===== config.mk =====
export PLATFORM = sky130hd
export DESIGN_NAME = serial_sum_collector_flat
export DESIGN_NICKNAME = d
export VERILOG_FILES = /design/src/rtl/serial_sum_collector_if.sv /design/src/rtl/serial_sum_collector.sv /design/src/flat_wrapper.sv
export SDC_FILE = /design/constraint.sdc
export NUM_CORES = 1
export LEC_CHECK = 0
export BUFFER_PORTS_ARGS = -buffer_cell sky130_fd_sc_hd__buf_2
export CORE_MARGIN = 10
export CORE_UTILIZATION = 35
export DETAILED_ROUTE_END_ITERATION = 8
export PLACE_DENSITY = 0.62
export RECOVER_POWER = 25
export SYNTH_ARGS = -nofsm -noshare
export SYNTH_HDL_FRONTEND = slang
export SYNTH_SLANG_ARGS = --single-unit

===== constraint.sdc =====
create_clock -name clk -period 2 [get_ports clk]
set_input_delay 0.1 -clock clk [delete_from_list [all_inputs] [get_ports clk]]
set_output_delay 0.1 -clock clk [all_outputs]
set_load 0.02 [all_outputs]

===== src/rtl/serial_sum_collector_if.sv =====
// Serial-side and parallel-side handshake bundle of the sum collector.
// slave: collector view; master: adder/consumer (bench) view.
interface serial_sum_collector_if #(
  parameter int N = 4
);
  logic         s_valid;
  logic         s_bit;
  logic         s_first;
  logic         s_cout;
  logic         s_ready;
  logic         out_valid;
  logic         out_ready;
  logic [N:0]   out_data;

  modport slave (
    input  s_valid, s_bit, s_first, s_cout,
    output s_ready,
    output out_valid, out_data,
    input  out_ready
  );

  modport master (
    output s_valid, s_bit, s_first, s_cout,
    input  s_ready,
    input  out_valid, out_data,
    output out_ready
  );
endinterface


===== src/rtl/serial_sum_collector.sv =====
// Reassembles LSB-first serial sums + carry into N+1 bit words, FIFO'd out.
// Ports: clk, rst (async active-low), bus (slave), count, frame_err, busy.
module serial_sum_collector #(
  parameter int N     = 4,
  parameter int DEPTH = 2,
  parameter int CW    = 2
) (
  input  logic          clk,
  input  logic          rst,
  serial_sum_collector_if.slave bus,
  output logic [CW-1:0] count,
  output logic          frame_err,
  output logic          busy
);

  localparam int CNTW = (N > 1) ? $clog2(N) : 1;
  localparam int PW   = (DEPTH > 1) ? $clog2(DEPTH) : 1;

  typedef enum logic {
    IDLE,
    ASSEMBLE
  } state_t;

  state_t          r_state;
  state_t          w_state_nx;
  logic [CNTW-1:0] r_cnt;
  logic [CNTW-1:0] w_cnt_nx;
  logic [N-1:0]    r_shift;
  logic [N-1:0]    w_shift_nx;
  logic            r_ferr;
  logic            w_ferr_nx;

  logic [N:0]      r_mem [DEPTH];
  logic [PW-1:0]   r_wp;
  logic [PW-1:0]   r_rp;
  logic [CW-1:0]   r_count;

  logic            w_full;
  logic            w_last;
  logic            w_acc;
  logic            w_done;
  logic            w_push;
  logic            w_pop;

  assign w_full = (r_count == CW'(DEPTH));
  assign w_last = (r_cnt == CNTW'(N - 1));

  // Only the word-completing bit can need FIFO space, and readiness is
  // judged on registered state alone so out_ready never reaches s_ready.
  assign bus.s_ready = !(w_last && w_full);
  assign w_acc       = bus.s_valid && bus.s_ready;
  assign w_pop       = (r_count != '0) && bus.out_ready;
  assign w_push      = w_done;

  // New bit enters at the MSB; an s_first bit restarts the word.
  always_comb begin
    w_shift_nx = r_shift;
    if (w_acc) begin
      w_shift_nx[N-1] = bus.s_bit;
      for (int i = 0; i < N - 1; i++) begin
        w_shift_nx[i] = bus.s_first ? 1'b0 : r_shift[i+1];
      end
    end
  end

  always_comb begin
    w_state_nx = r_state;
    w_cnt_nx   = r_cnt;
    w_done     = 1'b0;
    w_ferr_nx  = 1'b0;
    if (w_acc) begin
      unique case (r_state)
        IDLE: begin
          if (bus.s_first) begin
            if (N == 1) begin
              w_done = 1'b1;
            end else begin
              w_state_nx = ASSEMBLE;
              w_cnt_nx   = CNTW'(1);
            end
          end else begin
            w_ferr_nx = 1'b1;
          end
        end
        ASSEMBLE: begin
          if (bus.s_first) begin
            w_ferr_nx = 1'b1;
            if (N == 1) begin
              w_done     = 1'b1;
              w_state_nx = IDLE;
              w_cnt_nx   = '0;
            end else begin
              w_cnt_nx = CNTW'(1);
            end
          end else if (w_last) begin
            w_done     = 1'b1;
            w_state_nx = IDLE;
            w_cnt_nx   = '0;
          end else begin
            w_cnt_nx = r_cnt + CNTW'(1);
          end
        end
        default: begin
          w_state_nx = IDLE;
          w_cnt_nx   = '0;
        end
      endcase
    end
  end

  always_ff @(posedge clk or negedge rst) begin
    if (!rst) begin
      r_state <= IDLE;
      r_cnt   <= '0;
      r_shift <= '0;
      r_ferr  <= 1'b0;
    end else begin
      r_state <= w_state_nx;
      r_cnt   <= w_cnt_nx;
      r_shift <= w_shift_nx;
      r_ferr  <= w_ferr_nx;
    end
  end

  always_ff @(posedge clk or negedge rst) begin
    if (!rst) begin
      for (int i = 0; i < DEPTH; i++) begin
        r_mem[i] <= '0;
      end
      r_wp    <= '0;
      r_rp    <= '0;
      r_count <= '0;
    end else begin
      if (w_push) begin
        r_mem[r_wp] <= {bus.s_cout, w_shift_nx};
        r_wp        <= r_wp + PW'(1);
      end
      if (w_pop) begin
        r_rp <= r_rp + PW'(1);
      end
      unique case ({w_push, w_pop})
        2'b10:   r_count <= r_count + CW'(1);
        2'b01:   r_count <= r_count - CW'(1);
        default: r_count <= r_count;
      endcase
    end
  end

  assign bus.out_valid = (r_count != '0);
  assign bus.out_data  = r_mem[r_rp];
  assign count         = r_count;
  assign frame_err     = r_ferr;
  assign busy          = (r_state == ASSEMBLE);

endmodule


===== src/flat_wrapper.sv =====
// flat-port wrapper written by rule: the top's interface ports become plain ports
module serial_sum_collector_flat 
#(
  parameter int N     = 4,
  parameter int DEPTH = 2,
  parameter int CW    = 2
)
  (clk, rst, count, frame_err, busy, bus_s_valid, bus_s_bit, bus_s_first, bus_s_cout, bus_s_ready, bus_out_valid, bus_out_data, bus_out_ready);
  serial_sum_collector_if #(.N(N)) bus_i ();
  input  logic clk;
  input  logic rst;
  output logic [CW-1:0] count;
  output logic frame_err;
  output logic busy;
  input wire logic [$bits(bus_i.s_valid)-1:0] bus_s_valid;
  input wire logic [$bits(bus_i.s_bit)-1:0] bus_s_bit;
  input wire logic [$bits(bus_i.s_first)-1:0] bus_s_first;
  input wire logic [$bits(bus_i.s_cout)-1:0] bus_s_cout;
  output wire logic [$bits(bus_i.s_ready)-1:0] bus_s_ready;
  output wire logic [$bits(bus_i.out_valid)-1:0] bus_out_valid;
  output wire logic [$bits(bus_i.out_data)-1:0] bus_out_data;
  input wire logic [$bits(bus_i.out_ready)-1:0] bus_out_ready;
  assign bus_i.s_valid = bus_s_valid;
  assign bus_i.s_bit = bus_s_bit;
  assign bus_i.s_first = bus_s_first;
  assign bus_i.s_cout = bus_s_cout;
  assign bus_s_ready = bus_i.s_ready;
  assign bus_out_valid = bus_i.out_valid;
  assign bus_out_data = bus_i.out_data;
  assign bus_i.out_ready = bus_out_ready;
  serial_sum_collector #(.N(N), .DEPTH(DEPTH), .CW(CW)) u_core (.clk(clk), .rst(rst), .bus(bus_i), .count(count), .frame_err(frame_err), .busy(busy));
endmodule

* Word-level counts from Yosys, hierarchy flattened
Index checks and enable logic that the tools add are counted.
Cells by class: equal/unequal tests 5, reduce and logical (&&, ||, !) cells 8, add/sub/neg operators 5, magnitude comparators 3, bitwise gates (word level) 3, multiplexer cells 26
Operators with widths (count):
- $mux W5 | 4
- $mux W1 | 12
- $bwmux W10 | 1
- $pmux W2 S2 | 2
- $eq A2 B2 Y1 const B | 3
- $mux W2 | 3
- $demux W5 S1 | 1
- $add A2 B1 Y2 const B | 2
- $ge A2 B2 Y1 const B | 2
- $logic_and A1 B1 Y1 | 4
- $mux W4 | 1
- $not A1 Y2 | 2
- $pmux W1 S2 | 2
- $reduce_bool A2 Y1 | 2
- $add A1 B1 Y1 const B | 2
- $eq A2 B1 Y1 const B | 1
- $lt A2 B1 Y1 const B | 1
- $ne A2 B2 Y1 const B | 1
- $reduce_and A2 Y1 | 1
- $sub A2 B1 Y2 const B | 1
- $logic_not A1 Y1 | 1
- $not A1 Y1 | 1
Storage, ports and cells: register bits after elaboration 22, bits of input ports 7, logic and storage cells 59, output and inout port bits 11

* Depth between registers and ports, before layout
word-level depth 7, depth in mapped cells 8, mapped depth without buffers 8

* Worst setup path after synthesis
OpenSTA, ideal clock, no wires.
kind register to register, start register u_core.r_count[0] (netlist: u_core.count[0]), end register u_core.r_count[1] (netlist: u_core.count[1]), period minus slack after synthesis 1.808 ns, arrival 1.728 ns, setup slack 0.192 ns, buffers on the path 0, stages on the path, launching flop included 7, cells stage by stage dfrtp_1 > and2b_4 > nor4_1 > inv_1 > ha_1 > nor2_1 > xor2_1
On the way: word-level cells in the longest chain between the ends 7, elaborated cells between the ends (all ways) 13, those cells by class 2 x add/sub; 3 x eq/ne; 2 x mux; 6 x reduce/logical
Ends and longest elaborated chain:
- from (decl) | RTL line serial_sum_collector.sv:36 | logic [CW-1:0] r_count;
- from (signal assigned) | RTL line serial_sum_collector.sv:142 | 2'b10: r_count <= r_count + CW'(1);
- from (signal assigned) | RTL line serial_sum_collector.sv:143 | 2'b01: r_count <= r_count - CW'(1);
- from (signal assigned) | RTL line serial_sum_collector.sv:144 | default: r_count <= r_count;
- $eq A2 B2 Y1 | RTL line serial_sum_collector.sv:45 | assign w_full = (r_count == CW'(DEPTH));
- $logic_and A1 B1 Y1 | RTL line serial_sum_collector.sv:50 | assign bus.s_ready = !(w_last && w_full);
- $logic_not A1 Y1 | RTL line serial_sum_collector.sv:50
- $logic_and A1 B1 Y1 | RTL line serial_sum_collector.sv:51 | assign w_acc = bus.s_valid && bus.s_ready;
- $mux W1 | RTL line serial_sum_collector.sv:71 | if (w_acc) begin
- $eq A2 B1 Y1 or $eq A2 B2 Y1 (tied branches) | RTL line serial_sum_collector.sv:141 | unique case ({w_push, w_pop})
- $pmux W2 S2 or $reduce_bool A2 Y1 (tied branches)
Several ways; a longest one is shown, not always the timed one. A chain may end at the register's enable or synchronous reset.

* Final worst setup path
Same ends and word-level chain as after synthesis.

==> results.yml <==
synthesis:
  synth_edf_count: 0
  ys_types: 24
  syn_area_um2: 1010
  ys_seq_area_share_pct: 52.2
  syn_inst: 76
  synthFlopType: "dfrtp_1"
  synth_area_leaders: "dfrtp_1 52%, mux2_2 18%, ha_1 3.7%, and4_1 2.6%, xor2_1 2.6%"
  yosysWarningCount: 0
  synth_nets: 86
  synth_top_area_share_pct: 52.2
  avgSynthCellArea_um2: 13.3
  synth_area_leader_cell: "dfrtp_1"
  ys_seq_elements: 21
  async_flop_share_pct: 100
grt:
  gr-total-overflow: 0
  grt_pass1_wl_um: 3280
  grt_util_all_layers_pct: 7.79
  grt_max_degree: 22
  grt_pass1_vias: 702
  antenna_found_initial: 0
job:
  cap_violations: 0
finish:
  num_antenna_cells: 0
  nNetsFinal: 108
  syn_to_final_growth_pct: 16.1
  layout-drive-gt1-share_pct: 43.3
timing:
  tightest_slew_ns: 1.14
  report.final.slew_viol_count: 0
  tns_ns: 0
  fin_crit_ns: 1.74
  fin_crit_sh_pct: 86.8
  max_freq_mhz: 576
  hold_slack_ns: 0.0372
  hold_violations: 0
  slew_headroom_pct: 24.3
  rsz0062_at_grt: "false"
  setup_viol: 0
  fin_skew_ns: 0.00283
worst_setup_path:
  arrival_ns: 1.94
  required_ns: 2.21
  ff2ff_setup_slack_ns: 0.26
  reg2reg_from: "u_core.count[0]"
  end_kind: "register"
  critPathMaxFanout: 6
  r2r.worst_path.cells: 7
  regToRegEndpoint: "u_core.count[1]"
  crit_type: "register to register"
  start_kind: "register"
cts:
  cts_sinks: 21
  cts_buffer_depth: 2
  clk_pin_slew_ns: 0.12
  cts_setup_buffers: 0
  cts_buffers: 3
  clockRootBuffer: "clkbuf_4"
  htreeDepth: 1
  cts_tree: "built"
  clock_latency_ns: 0.31
die:
  dieWidth_um: 73.6
  core_area_um2: 2760
  rows: 19
  die_height_um: 73.6
  dieArea_um2: 5420
  pin_count: 18
  initial_core_util_pct: 36.5
status:
  outcome: "finished clean"
placed_design:
  gp_congestion: 0.690
  port_buffers: 17
  hpwlAfterDp_um: 1470
power_and_ir_drop:
  pwr_density_cell_nw_per_um2: 1270
  p_leak_nw: 0.592
  vdd_drop_max_v: 0.000550
drt:
  drtPass1Iterations: 4
  postRouteAntennaNets: 0
  drc: 0
  dr.first_iter.drc_count: 24
  vias: 644
  wl_per_cell_um: 15.1
  vias_per_cell: 5.03
  wl_um: 1940
hold_path:
  hold_end: "u_core.r_mem[4]"
  min-delay-start: "bus_s_cout"
  hold_depth: 2
  worstHoldPathType: "primary input to register"
==> state kept, by name, summed over array words and instances (netlist names) <==
signal,count
u_core.r_cnt,2
u_core.busy,1
u_core.r_wp,1
u_core.r_mem,10
u_core.frame_err,1
u_core.count,2
u_core.r_rp,1
u_core.r_shift,3
==> report_power, final <==
group          switching (mW)  internal, mW
Combinational           0.320         0.281
Clock                   0.132        0.0747
Sequential              0.123         0.560
Total                   0.574         0.916
==> cell families (layout without fill, tap and decap cells) <==
group,after synthesis,in the layout,synth area share [%]
buf+inv,5,26,1.86
flops,21,21,52.2
xor+xnor,5,5,4.35
fa+ha+maj,3,3,3.73
compound gates,6,6,3.98
mux,17,17,18.9
simple gates,19,19,15.0
==> synthesized netlist by cell type, types with 2 or more instances <==
cell type,number
a21o_1,3
and4_1,3
dfrtp_1,21
ha_1,3
inv_1,4
mux2_2,16
nand2_1,2
nand3b_1,3
nor2_1,2
o21ai_0,2
xnor2_1,2
xor2_1,3
==> area by class of cell <==
class	count	area (µm²)
timing repair buffer	18	93.8
clock buffer	3	22.5
clock inverter	1	5.00
multi-input combinational	50	469
fill	255	1590
sequential	21	526
inverter	4	15.0
tap	31	38.8
==> layout by cell type (no fill, tap or decap), drive strengths merged <==
| cell | netlist | final |
|---|---|---|
| dfrtp | 21 | 21 |
| nor4b | 1 | 1 |
| nor2 | 2 | 2 |
| nand3b | 3 | 3 |
| ha | 3 | 3 |
| and2 | 1 | 1 |
| nand2 | 3 | 3 |
| clkinv | 0 | 1 |
| and2b | 1 | 1 |
| xnor2 | 2 | 2 |
| buf | 0 | 16 |
| nor4 | 1 | 1 |
| mux2i | 1 | 1 |
| or2 | 1 | 1 |
| mux2 | 16 | 16 |
| clkbuf | 1 | 4 |
| and4 | 3 | 3 |
| nor3 | 1 | 1 |
| a21o | 3 | 3 |
| nor2b | 1 | 1 |
| dlygate4sd3 | 0 | 1 |
| xor2 | 3 | 3 |
| o21ai | 2 | 2 |
| and3 | 1 | 1 |
| a22oi | 1 | 1 |
| inv | 4 | 4 |
==> per-layer routing <==
metal | global-route usage, % | vias up | routed length (µm)
met4 | 6.21 | 0 | 60
met5 | 0 | - | 0
met3 | 2.15 | 4 | 105
met2 | 11.8 | 12 | 916
met1 | 8.95 | 319 | 854
li1 | - | 309 | -
==> stage by stage <==
step	util, %	total power [mW]	cells	setup slack (ns)	cell area (µm²)
finish	42.4	1.49	128	0.264	1170
global route	42.4	1.60	128	0.119	1170
global placement	40.9	1.28	123	0.259	1130
floorplan	-	1.12	76	0.192	1010
detailed placement	40.9	1.30	123	0.185	1130
CTS	42.2	1.52	128	0.153	1160
==> what timing repair did <==
action	in CTS	in global routing
setup endpoints to repair	0	1
resized for setup	0	1
hold buffers	1	0
hold endpoints to repair	21	0
==> worst max path at each step <==
stage                          from         endpoint  slack [ns]  cells after the start
floorplan           u_core.count[0]  u_core.count[1]        0.19                      6
global placement    u_core.r_cnt[0]  u_core.count[1]        0.26                      7
detailed placement  u_core.count[0]  u_core.count[1]        0.18                      7
CTS                 u_core.count[0]  u_core.count[1]        0.15                      7
global route        u_core.r_cnt[0]  u_core.count[1]        0.12                      8
finish              u_core.count[0]  u_core.count[1]        0.26                      7
==> worst max-delay path, cell delays in order, from the launching register on <==
cell and delay, ns:
dfrtp_1 0.46, and2b_4 0.25, nor4_2 0.29, inv_1 0.08
ha_1 0.20, xnor2_1 0.15, nor2_1 0.07, xor2_1 0.13
(Power assumes the default switching activity.)
